### src/rtl/ram_lsu.sv
// ram_lsu: byte-addressed load/store front end for a word-wide dual-port RAM.
// Sub-word stores are done as read-modify-write; loads are sign/zero extended.
module ram_lsu #(
  parameter int AW = 12
) (
  input  logic          clk,
  input  logic          rstn,
  input  logic          req_valid,
  output logic          req_ready,
  input  logic          req_we,
  input  logic [1:0]    req_size,
  input  logic          req_unsigned,
  input  logic [31:0]   req_addr,
  input  logic [31:0]   req_wdata,
  output logic          rsp_valid,
  output logic [31:0]   rsp_rdata,
  output logic          rsp_err,
  output logic          ram_wen,
  output logic [AW-1:0] ram_waddr,
  output logic [31:0]   ram_wdata,
  output logic          ram_ren,
  output logic [AW-1:0] ram_raddr,
  input  logic [31:0]   ram_rdata
);

  typedef enum logic [2:0] {
    IDLE, RD, DATA, WR, ERR
  } state_t;

  state_t state, state_nx;

  logic          we_q;
  logic [1:0]    size_q;
  logic          uns_q;
  logic [AW+1:0] addr_q;
  logic [31:0]   wdata_q;

  logic          accept;
  logic          hi_bad;
  logic          bad;
  logic [AW-1:0] word_q;
  logic [1:0]    lane;
  logic [7:0]    ld_b;
  logic [15:0]   ld_h;
  logic [31:0]   ld_data;
  logic [31:0]   st_mask;
  logic [31:0]   st_ins;
  logic [31:0]   st_word;

  assign accept = req_valid && req_ready;
  assign hi_bad = (req_addr >> (AW + 2)) != 32'd0;
  assign bad = (req_size == 2'b11)
             | ((req_size == 2'b01) & req_addr[0])
             | ((req_size == 2'b10) & (|req_addr[1:0]))
             | hi_bad;

  assign word_q = addr_q[AW+1:2];
  assign lane   = addr_q[1:0];

  always_ff @(posedge clk) begin
    if (!rstn) begin
      state   <= IDLE;
      we_q    <= 1'b0;
      size_q  <= 2'b00;
      uns_q   <= 1'b0;
      addr_q  <= '0;
      wdata_q <= '0;
    end else begin
      state <= state_nx;
      if (accept) begin
        we_q    <= req_we;
        size_q  <= req_size;
        uns_q   <= req_unsigned;
        addr_q  <= req_addr[AW+1:0];
        wdata_q <= req_wdata;
      end
    end
  end

  always_comb begin
    state_nx = state;
    unique case (state)
      IDLE: begin
        if (req_valid) begin
          if (bad)
            state_nx = ERR;
          else if (req_we && req_size == 2'b10)
            state_nx = WR;
          else
            state_nx = RD;
        end
      end
      RD:      state_nx = DATA;
      DATA:    state_nx = IDLE;
      WR:      state_nx = IDLE;
      ERR:     state_nx = IDLE;
      default: state_nx = IDLE;
    endcase
  end

  // Lane extraction and extension for loads
  assign ld_b = ram_rdata[{lane, 3'b000} +: 8];
  assign ld_h = ram_rdata[{lane[1], 4'b0000} +: 16];

  always_comb begin
    ld_data = ram_rdata;
    unique case (1'b1)
      size_q == 2'b00:
        ld_data = {{24{~uns_q & ld_b[7]}}, ld_b};
      size_q == 2'b01:
        ld_data = {{16{~uns_q & ld_h[15]}}, ld_h};
      default:
        ld_data = ram_rdata;
    endcase
  end

  // Merge the store bytes into the word just read
  always_comb begin
    st_mask = 32'h0000_0000;
    st_ins  = 32'h0000_0000;
    unique case (1'b1)
      size_q == 2'b00: begin
        st_mask = 32'h0000_00ff << {lane, 3'b000};
        st_ins  = {24'd0, wdata_q[7:0]} << {lane, 3'b000};
      end
      size_q == 2'b01: begin
        st_mask = 32'h0000_ffff << {lane[1], 4'b0000};
        st_ins  = {16'd0, wdata_q[15:0]} << {lane[1], 4'b0000};
      end
      default: begin
        st_mask = 32'hffff_ffff;
        st_ins  = wdata_q;
      end
    endcase
  end

  assign st_word = (ram_rdata & ~st_mask) | st_ins;

  always_comb begin
    req_ready = 1'b0;
    rsp_valid = 1'b0;
    rsp_rdata = '0;
    rsp_err   = 1'b0;
    ram_wen   = 1'b0;
    ram_waddr = '0;
    ram_wdata = '0;
    ram_ren   = 1'b0;
    ram_raddr = '0;
    if (rstn) begin
      unique case (state)
        IDLE: req_ready = 1'b1;
        RD: begin
          ram_ren   = 1'b1;
          ram_raddr = word_q;
        end
        DATA: begin
          rsp_valid = 1'b1;
          if (we_q) begin
            ram_wen   = 1'b1;
            ram_waddr = word_q;
            ram_wdata = st_word;
          end else begin
            rsp_rdata = ld_data;
          end
        end
        WR: begin
          rsp_valid = 1'b1;
          ram_wen   = 1'b1;
          ram_waddr = word_q;
          ram_wdata = wdata_q;
        end
        ERR: begin
          rsp_valid = 1'b1;
          rsp_err   = 1'b1;
        end
        default: req_ready = 1'b0;
      endcase
    end
  end

endmodule

### config.mk
export PLATFORM = sky130hd
export DESIGN_NAME = ram_lsu
export DESIGN_NICKNAME = d
export VERILOG_FILES = /design/src/rtl/ram_lsu.sv
export SDC_FILE = /design/constraint.sdc
export NUM_CORES = 1
export LEC_CHECK = 0
export ABC_AREA = 1
export BUFFER_PORTS_ARGS = -buffer_cell sky130_fd_sc_hd__buf_2
export CORE_MARGIN = 2
export CORE_UTILIZATION = 47
export CTS_BUF_LIST = sky130_fd_sc_hd__clkbuf_8 sky130_fd_sc_hd__clkbuf_16
export DETAILED_ROUTE_END_ITERATION = 7
export PLACE_DENSITY = 0.92
export SYNTH_ARGS = -nofsm -noshare
export SYNTH_HDL_FRONTEND = slang
export SYNTH_SLANG_ARGS = --single-unit
### constraint.sdc
create_clock -name clk -period 2 [get_ports clk]
set_input_delay 0.4 -clock clk [delete_from_list [all_inputs] [get_ports clk]]
set_output_delay 0.4 -clock clk [all_outputs]
set_load 0.01 [all_outputs]
==> flow_summary.json, run 1 <==
{
  "grt_setup_unrepaired": "yes",
  "min_period_ns": 2.313,
  "design_area_um2": 5937,
  "hpwlAfterDp_um": 10860,
  "timing_hold_violations_final": 0,
  "drt_iter0_markers": 594,
  "fp.dieArea_um2": 8954,
  "worst_hold_path_type": "primary input to flip-flop",
  "postSynthNetCount": 777,
  "final_common_cell": "nand2_1",
  "static-leakage-power_nw": 3.020,
  "yosys_most_used_dff": "dfxtp_1",
  "final_cell_count_no_fill": 1002,
  "tritoncts.num_buffers": 5,
  "most-common-layout-cells": "230 x nand2_1, 194 x buf_2, 68 x nor2_1, 52 x nand3_1, 47 x dfxtp_1",
  "dieWidth_um": 94.63,
  "finalWeightedCongestion": 0.9552,
  "setup_viol_count_final": 64,
  "cts_htree_levels": 2,
  "grt_overflow_total": 0,
  "remaining_drc_errors": 0,
  "final_antenna_net_count": 0,
  "critical_path.max_fanout": 5,
  "detail_route.wirelength_um": 16830,
  "die_h_um": 94.63,
  "netlist_top_cells_area": "dfxtp_1 27%, nand2_1 25%, nand3_1 9.5%, nor2_1 7.8%, a21oi_1 6.2%",
  "total_area_of_sequential_cells_um2": 1079,
  "max_cap_viol_count": 0,
  "post_route_cells_drive_above_1_share_pct": 43.97,
  "synth.yosys.warnings": 0,
  "dpl-instance-area_um2": 5050,
  "placeableCoreArea_um2": 8093,
  "worst-slew-pin-transition_ns": 0.7114,
  "cts.sinks": 53,
  "hold_buffers": 0,
  "worstPathArrival_ns": 1.91,
  "yosysTopAreaCellShare_pct": 27.49,
  "grt_pass1_wl_um": 24270,
  "worst_ir_drop_vdd_v": 0.0004308,
  "clkTransAtPathRegs_ns": 0.10,
  "data_required_time_at_the_worst_endpoint_ns": 1.60,
  "run_status": "finished with violations",
  "netlist_instances": 674,
  "clockRootBuffer": "clkbuf_8",
  "place.detailed.instances": 966,
  "clkLatencyLatePin_ns": 0.31,
  "synth_edf_count": 0,
  "yosys.cell_types.count": 28,
  "failed_checks": "negative setup slack",
  "fin_setup_tns_ns": -12.09,
  "timing.clock.skew_ns": 0.006586,
  "synth-seq-cells": 53,
  "end_kind": "output pin",
  "synth_area_leader_cell": "dfxtp_1",
  "vias_per_cell": 5.621,
  "synthToLayoutAreaGrowth_pct": 53.81,
  "floorplan.initialDensity_pct": 47.70,
  "antenna_found_initial": 1,
  "worstSetupPathType": "flip-flop to output pin",
  "post_synthesis_mean_instance_area_um2": 5.727,
  "max-slew-margin-rel_pct": 52.50,
  "power.density_nw_per_um2": 447.4,
  "async_reset_ff_share_pct": 0,
  "place.port_buffers": 195,
  "std_cell_rows": 33,
  "ys_seq_area_share_pct": 27.49,
  "place_worst_setup_slack_ns": 0.03674,
  "post-route-util_pct": 73.36,
  "multi_input_comb_area_um2": 2884,
  "largest_net_degree_at_the_start_of_global_routing": 52,
  "drt_pass_1_iters": 5,
  "worstSetupStartpointType": "flip-flop",
  "cts_max_path_buffers": 2,
  "finalWorstSetupSlack_ns": -0.3134,
  "ios": 196,
  "max_clock_freq_mhz": 432.3,
  "routed_wire_length_per_instance_um": 16.80,
  "cts_tree": "done",
  "vias": 5632,
  "grt_pass1_vias": 5108,
  "nets": 998,
  "nFillCells": 658,
  "grt_util_all_layers_pct": 34.59,
  "synthesis.area_um2": 3860,
  "min_period_over_period_pct": 115.7,
  "slew_violations": 0
}
[cells in the mapped netlist (2+ instances only)]
cell type and instances:
buf_4 6, nor2_4 3, nor2_2 8, clkbuf_1 14, nand3_1 73, o21ai_0 28, a21oi_1 48, inv_2 7
dfxtp_1 53, nand2_4 2, o21ai_2 3, buf_6 3, nand2_1 260, inv_1 38, nand3_4 3, buf_2 7
nand4_1 10, nand2_2 8, nor2_1 80, buf_1 5, a31oi_1 8
[through the flow]
| stage | hold slack [ns] | power (mW) |
|---|---|---|
| 6_report | 0.2768 | 2.656 |
| 5_1_grt | 0.2723 | 2.786 |
| 4_1_cts | 0.2726 | 2.510 |
| 3_5_place_dp | 0.4559 | 1.819 |
| 3_3_place_gp | 0.4517 | 1.808 |
| 2_1_floorplan | 0.4454 | 1.552 |
[kinds of logic (layout without fill, tap and decap cells)]
| logic type | Yosys count | in the layout | synth area share [%] |
|---|---|---|---|
| other | 0 | 1 | 0 |
| DFF | 53 | 53 | 27.49 |
| and+or+nand+nor | 452 | 454 | 50.96 |
| AOI/OAI and AO/OA | 88 | 88 | 12.25 |
| buffers and inverters | 81 | 301 | 9.303 |
[repair_timing]
action	in CTS	in global routing
pin swaps	36	32
endpoints found under the hold margin	0	0
resized for setup	88	63
endpoints found under the setup margin	76	88
setup buffers	14	9
gates cloned	2	2
[worst paths after layout]
kind,startpoint,endpoint,slack [ns],cells past startpoint
setup / recovery,size_q[0],ram_wdata[11],-0.31,10
hold / removal,req_wdata[16],wdata_q[16],0.28,3
setup reg to reg,state[1],wdata_q[6],0.16,8
hold reg to reg,wdata_q[16],wdata_q[16],0.47,2
[metal layers]
layer  track usage, %  vias up  wire length [um]
met4            25.72        0              1192
met3            9.098      115              1744
met1            38.89     2453              5982
met5                0        -                 0
met2            56.03      462              7914
li1                 -     2602                 -
[worst max-delay path, cell delays in order, from the launching register on]
cell and delay, ns:
dfxtp_4 0.42, inv_4 0.05, nor2_4 0.22, nand2_8 0.11, o21ai_4 0.08, buf_6 0.14
nand2_1 0.07, nand2_2 0.08, nand2_2 0.06, a21oi_2 0.20, buf_2 0.18
[layout make-up]
| type | instances | share of cell area [%] |
|---|---|---|
| diodes | 1 | 0.04215 |
| clock buffers | 5 | 1.159 |
| clock inverters | 3 | 0.2950 |
| inverters | 45 | 3.288 |
| multi-input cells | 542 | 48.58 |
| flip-flops and latches | 53 | 18.17 |
| well taps | 105 | 2.213 |
| repair buffers | 248 | 26.26 |
[state kept, by name (all words and copies together) (netlist names)]
signal	cells
wdata_q	32
addr_q	14
state	3
size_q	2
uns_q	1
we_q	1
[report_power, final]
part | internal [mW] | leakage (nW) | switching, mW
registers | 1.13 | 0.440 | 0.0654
logic | 0.342 | 2.53 | 0.514
clock network | 0.246 | 0.0497 | 0.362
No activity file was read; power rests on OpenSTA's default activity.
==> inputs of run 2 (changes only) <==
--- a/config.mk
+++ b/config.mk
@@ -7,5 +7,5 @@
 export LEC_CHECK = 0
 export ABC_AREA = 1
-export BUFFER_PORTS_ARGS = -buffer_cell sky130_fd_sc_hd__buf_2
+export BUFFER_PORTS_ARGS = -buffer_cell sky130_fd_sc_hd__buf_4
 export CORE_MARGIN = 2
 export CORE_UTILIZATION = 47
==> constraint.sdc (replaced) <==
create_clock -name clk -period 2 [get_ports clk]
set_input_delay 0.4 -clock clk [delete_from_list [all_inputs] [get_ports clk]]
set_output_delay 0.4 -clock clk [all_outputs]
set_load 0.005 [all_outputs]
==> run 2 against run 1 <==
Net effect:
- the run still ends with negative setup slack left
- combinational power fell by 4.9%
- sequential share of layout area decreased by 0.76 points
- clock-buffer cell count increased by 1
- design area increased by 4.4%
- setup slack better by 0.13 ns
- sequential power barely moved
- cell count down 1.5%
- clock power up 23%
- largest cell class unchanged
- power is 3.8% higher
- sequential cell count unchanged
- first-iteration DRC count is 1.7% lower
==> flow_summary.json, run 2 (synthesized netlist as in run 1, its figures left out) <==
{
  "power.density_nw_per_um2": 444.8,
  "static-leakage-power_nw": 3.014,
  "path_cells": "buf_6 > a21oi_4 > buf_6 > nand3_1 > nand3_1 > nand2_1 > a21oi_2 > buf_4",
  "worst_path_dominant_cell_family": "buffers and inverters",
  "worstSetupStartpointType": "flip-flop",
  "max-slew-margin-rel_pct": 51.23,
  "post_route_cells_drive_above_1_share_pct": 39.80,
  "floorplan.initialDensity_pct": 47.70,
  "detail_route.wirelength_um": 15960,
  "setup_viol_count_final": 63,
  "drt_iter0_markers": 584,
  "largest_net_degree_at_the_start_of_global_routing": 52,
  "remaining_drc_errors": 0,
  "die_h_um": 94.63,
  "vias_per_cell": 5.595,
  "most-common-layout-cells": "239 x nand2_1, 214 x buf_4, 79 x nor2_1, 64 x nand3_1, 47 x dfxtp_1",
  "synthToLayoutAreaGrowth_pct": 60.52,
  "fp.dieArea_um2": 8954,
  "slew_violations": 0,
  "clkLatencyLatePin_ns": 0.30,
  "worstSetupPathType": "flip-flop to output pin",
  "antenna-diode-count": 0,
  "finalWorstSetupSlack_ns": -0.1861,
  "vias": 5522,
  "final_antenna_net_count": 0,
  "std_cell_rows": 33,
  "largest_register_ff_count": 32,
  "cts_tree": "done",
  "run_status": "finished with violations",
  "min_period_ns": 2.186,
  "end_kind": "output pin",
  "critical_path.max_fanout": 8,
  "worstPathArrival_ns": 1.79,
  "place.port_buffers": 195,
  "max_clock_freq_mhz": 457.4,
  "place_worst_setup_slack_ns": 0.04707,
  "clockRootBuffer": "clkbuf_8",
  "grt_util_all_layers_pct": 33.38,
  "failed_checks": "negative setup slack",
  "clkTransAtPathRegs_ns": 0.09,
  "grt_pass1_vias": 4942,
  "timing_hold_violations_final": 0,
  "hold_buffers": 0,
  "placeableCoreArea_um2": 8093,
  "total_power_mw": 2.756,
  "ios": 196,
  "cts.sinks": 53,
  "grt_overflow_total": 0,
  "hpwlAfterDp_um": 11020,
  "tritoncts.num_buffers": 5,
  "registers.top_by_ff_count": "wdata_q",
  "nets": 984,
  "worst_ir_drop_vdd_v": 0.0003647,
  "timing.clock.skew_ns": 0.003845,
  "largest_registers": "wdata_q (32), addr_q (14), state (3)",
  "min_period_over_period_pct": 109.3,
  "worst-slew-pin-transition_ns": 0.7305,
  "max_cap_viol_count": 0,
  "cts_max_path_buffers": 2,
  "final_common_cell": "nand2_1",
  "cts_htree_levels": 2,
  "worst_hold_path_type": "primary input to flip-flop",
  "antenna_found_initial": 0,
  "worst_stage_delay_on_the_critical_path_ns": 0.38,
  "timing.critical_path.buf_inv": 3,
  "grt_setup_unrepaired": "yes",
  "data_required_time_at_the_worst_endpoint_ns": 1.60,
  "drt_pass_1_iters": 8,
  "dieWidth_um": 94.63,
  "routed_wire_length_per_instance_um": 16.17,
  "finalWeightedCongestion": 0.9508,
  "grt_pass1_wl_um": 23720,
  "cp_max_stage_cell": "dfxtp_4"
}
==> run 2: cell count changes in the layout (fill, tap and decap cells not counted), sizes merged <==
cell	delta
clkbuf	+2
diode	-1
clkinvlp	-1
buf	-15
bufinv	+1
clkinv	-1
==> run 2: per-layer routing <==
metal,share of wire [%],wire (um),global-route usage [%],vias to the layer above
li1,-,-,-,2576
met3,13,2017,9.178,100
met2,46,7413,56.38,437
met4,6.7,1066,19.32,0
met1,34,5460,37.62,2409
met5,0,0,0,-
==> run 2: final cells by class <==
cell class | count | area (um2)
Clock inverter | 2 | 33.78
Inverter | 45 | 181.4
Timing Repair Buffer | 234 | 1903
Clock buffer | 6 | 82.58
Tap cell | 105 | 131.4
Fill cell | 644 | 1897
Sequential cell | 53 | 1079
Multi-Input combinational cell | 542 | 2785
==> run 2: metrics by stage <==
step                      cell area, um2  cells  hold WS, ns  TNS, ns  util (%)
after global routing                6196    987       0.2801   -10.51     76.56
after detailed placement            5503    963       0.4564        0     68.00
after floorplan                     3860    674       0.4454        0         -
after global placement              5503    963       0.4523        0     68.00
final                               6196    987       0.2840   -5.539     76.56
after CTS                           5842    979       0.2791   -2.692     72.19
==> run 2: path summary, 6_finish.rpt <==
| kind | cells after the start | slack, ns | endpoint | from |
|---|---|---|---|---|
| setup reg to reg | 6 | 0.27 | addr_q[8] | state[0] |
| hold reg to reg | 2 | 0.47 | wdata_q[22] | wdata_q[22] |
| hold / removal | 3 | 0.28 | wdata_q[27] | req_wdata[27] |
| setup / recovery | 8 | -0.19 | ram_wdata[29] | size_q[0] |
==> run 2: power breakdown <==
| part | leakage (nW) | internal, mW | switching, mW |
|---|---|---|---|
| logic | 2.51 | 0.349 | 0.464 |
| registers | 0.440 | 1.13 | 0.0666 |
| clock network | 0.0626 | 0.403 | 0.346 |
| total | 3.01 | 1.88 | 0.877 |
==> run 2: worst register-to-register path, delay by kind of cell (launching register included) <==
kind	cells	cell delay, ns
buf+inv	1	0.55
flops	1	0.36
simple gates	4	0.48
compound gates	1	0.20
==> run 2: timing repair <==
item	CTS	global route
cloned	2	3
setup endpoints to repair	76	89
hold endpoints to repair	0	0
setup buffers	6	5
gates resized for setup	50	63
pin swaps	23	20
==> inputs of run 3 (changes only) <==
- CORE_UTILIZATION: 47 -> 40
- PLACE_DENSITY: 0.92 -> 0.82
==> run 3 against run 2 <==
Net effect:
- the run still ends with negative setup slack left
- power down 5.5%
- critical path type unchanged
- register-to-register slack improved by 0.06 ns
- largest power group unchanged
- setup slack gained 0.020 ns
- clock-buffer cell count is the same
- critical endpoint is now ram_wdata[3]
- largest cell class unchanged
- combinational power fell by 5.5%
==> flow_summary.json, run 3 (synthesized netlist as in run 1, its figures left out) <==
{
  "run_status": "finished with violations",
  "failed_checks": "negative setup slack",
  "fp.dieArea_um2": 10450,
  "antenna-diode-count": 0,
  "tritoncts.num_buffers": 5,
  "post_route_cells_drive_above_1_share_pct": 40.20,
  "floorplan.initialDensity_pct": 41.58,
  "worstSetupStartpointType": "flip-flop",
  "largest_registers": "wdata_q (32), addr_q (14), state (3)",
  "total_area_of_sequential_cells_um2": 1077,
  "dpl-instance-area_um2": 5535,
  "final_common_cell": "nand2_1",
  "worstSetupPathType": "flip-flop to output pin",
  "cts.sinks": 53,
  "critical_path.max_fanout": 8,
  "finalWeightedCongestion": 0.9977,
  "timing_hold_violations_final": 0,
  "vias": 5268,
  "routed_wire_length_per_instance_um": 15.30,
  "met3WireLength_um": 1587,
  "antenna_found_initial": 0,
  "hold_buffers": 0,
  "drt_iter0_markers": 382,
  "cp.depth": 9,
  "power.density_nw_per_um2": 424.4,
  "static-leakage-power_nw": 2.980,
  "vias_per_cell": 5.206,
  "end_kind": "output pin",
  "path_cells": "inv_2 > nor2_2 > nand2_4 > nand2_4 > nand2_8 > nor2_8 > nand2_1 > a21oi_2 > buf_4",
  "max_cap_viol_count": 0,
  "worst_ir_drop_vdd_v": 0.0002964,
  "worst_hold_path_type": "primary input to flip-flop",
  "setup_viol_count_final": 68,
  "remaining_drc_errors": 0,
  "slew_violations": 0,
  "grt_util_all_layers_pct": 28.71,
  "largest_register_ff_count": 32,
  "detail_route.wirelength_um": 15490,
  "design_area_um2": 6138,
  "clkLatencyLatePin_ns": 0.31,
  "ios": 196,
  "cp_max_stage_cell": "dfxtp_4",
  "worstRegToRegCells": 9,
  "timing.critical_path.buf_inv": 2,
  "data_required_time_at_the_worst_endpoint_ns": 1.60,
  "max-slew-margin-rel_pct": 66.37,
  "die_h_um": 102.2,
  "dr.max_layer_used": "met4",
  "worst_path_dominant_cell_family": "simple AND/OR/NAND/NOR gates",
  "nFillCells": 858,
  "std_cell_rows": 35,
  "registers.top_by_ff_count": "wdata_q",
  "place.port_buffers": 195,
  "clkTransAtPathRegs_ns": 0.10,
  "nets": 985,
  "grt_setup_unrepaired": "yes",
  "worstPathArrival_ns": 1.77,
  "drt_pass_1_iters": 5,
  "worst_stage_delay_on_the_critical_path_ns": 0.40,
  "worst-slew-pin-transition_ns": 0.5044,
  "cts_max_path_buffers": 2,
  "finalWorstSetupSlack_ns": -0.1659,
  "multi_input_comb_area_um2": 2746,
  "largest_net_degree_at_the_start_of_global_routing": 52,
  "clockRootBuffer": "clkbuf_8",
  "grt_pass1_vias": 4870,
  "final_antenna_net_count": 0,
  "synthToLayoutAreaGrowth_pct": 59.03,
  "min_period_over_period_pct": 108.3,
  "max_clock_freq_mhz": 461.7,
  "hold_depth": 3,
  "total_power_mw": 2.605,
  "most-common-layout-cells": "247 x nand2_1, 220 x buf_4, 73 x nor2_1, 59 x nand3_1, 46 x dfxtp_1",
  "grt_overflow_total": 0,
  "dieWidth_um": 102.2,
  "crit_top_cell": "nand2_4",
  "grt_pass1_wl_um": 23590,
  "detailroute.wirelength.met2_um": 7381,
  "hpwlAfterDp_um": 11440,
  "cts_htree_levels": 2,
  "wl_met1_um": 5889,
  "min_period_ns": 2.166,
  "placeableCoreArea_um2": 9284,
  "timing.clock.skew_ns": 0.006813,
  "cts_tree": "done"
}
run 3: final timing paths:
| kind | startpoint | endpoint | slack [ns] |
|---|---|---|---|
| worst max-delay path | size_q[0] | ram_wdata[3] | -0.17 |
| worst min-delay path | req_wdata[28] | wdata_q[28] | 0.28 |
| worst max register to register | state[1] | wdata_q[14] | 0.33 |
| worst min register to register | wdata_q[31] | wdata_q[31] | 0.47 |
run 3: layout make-up:
cell class	instances	share of cell area [%]
clock buffer	6	1.345
inverter	45	2.956
sequential	53	17.55
timing repair inverter	1	0.1223
timing repair buffer	235	30.43
tap	129	2.629
multi-input combinational	541	44.74
clock inverter	2	0.2242
run 3: layer usage:
| layer | vias to the layer above | GRT usage [%] |
|---|---|---|
| met5 | - | 0 |
| met4 | 0 | 13.13 |
| met3 | 43 | 7.387 |
| met2 | 302 | 49.24 |
| met1 | 2355 | 33.64 |
| li1 | 2568 | - |
run 3: where the power goes:
group | switching (mW) | internal (mW)
logic | 0.437 | 0.332
clock network | 0.366 | 0.282
registers | 0.0613 | 1.13
run 3: through the flow:
stage	util [%]	std cells	setup slack, ns	setup TNS, ns	hold WS (ns)
final	66.12	1012	-0.1659	-4.864	0.2778
after global routing	66.12	1012	-0.2835	-12.49	0.2643
after CTS	63.30	1008	-0.1276	-4.844	0.2698
after detailed placement	59.62	989	0.04695	0	0.4573
after global placement	59.62	989	0.08391	0	0.4536
after floorplan	-	674	0.2503	0	0.4454
run 3: worst reg2reg max path, delay by kind of cell (launching register included):
kind | cells | cell delay [ns]
and+or+nand+nor | 6 | 0.73
buffers and inverters | 3 | 0.55
DFF | 1 | 0.34
run 3: what timing repair did:
item | 4_1_cts | 5_1_grt
endpoints found under the setup margin | 76 | 76
buffers inserted | 9 | 3
gates resized for setup | 42 | 66
pin swaps | 17 | 20
gates cloned | 2 | 1
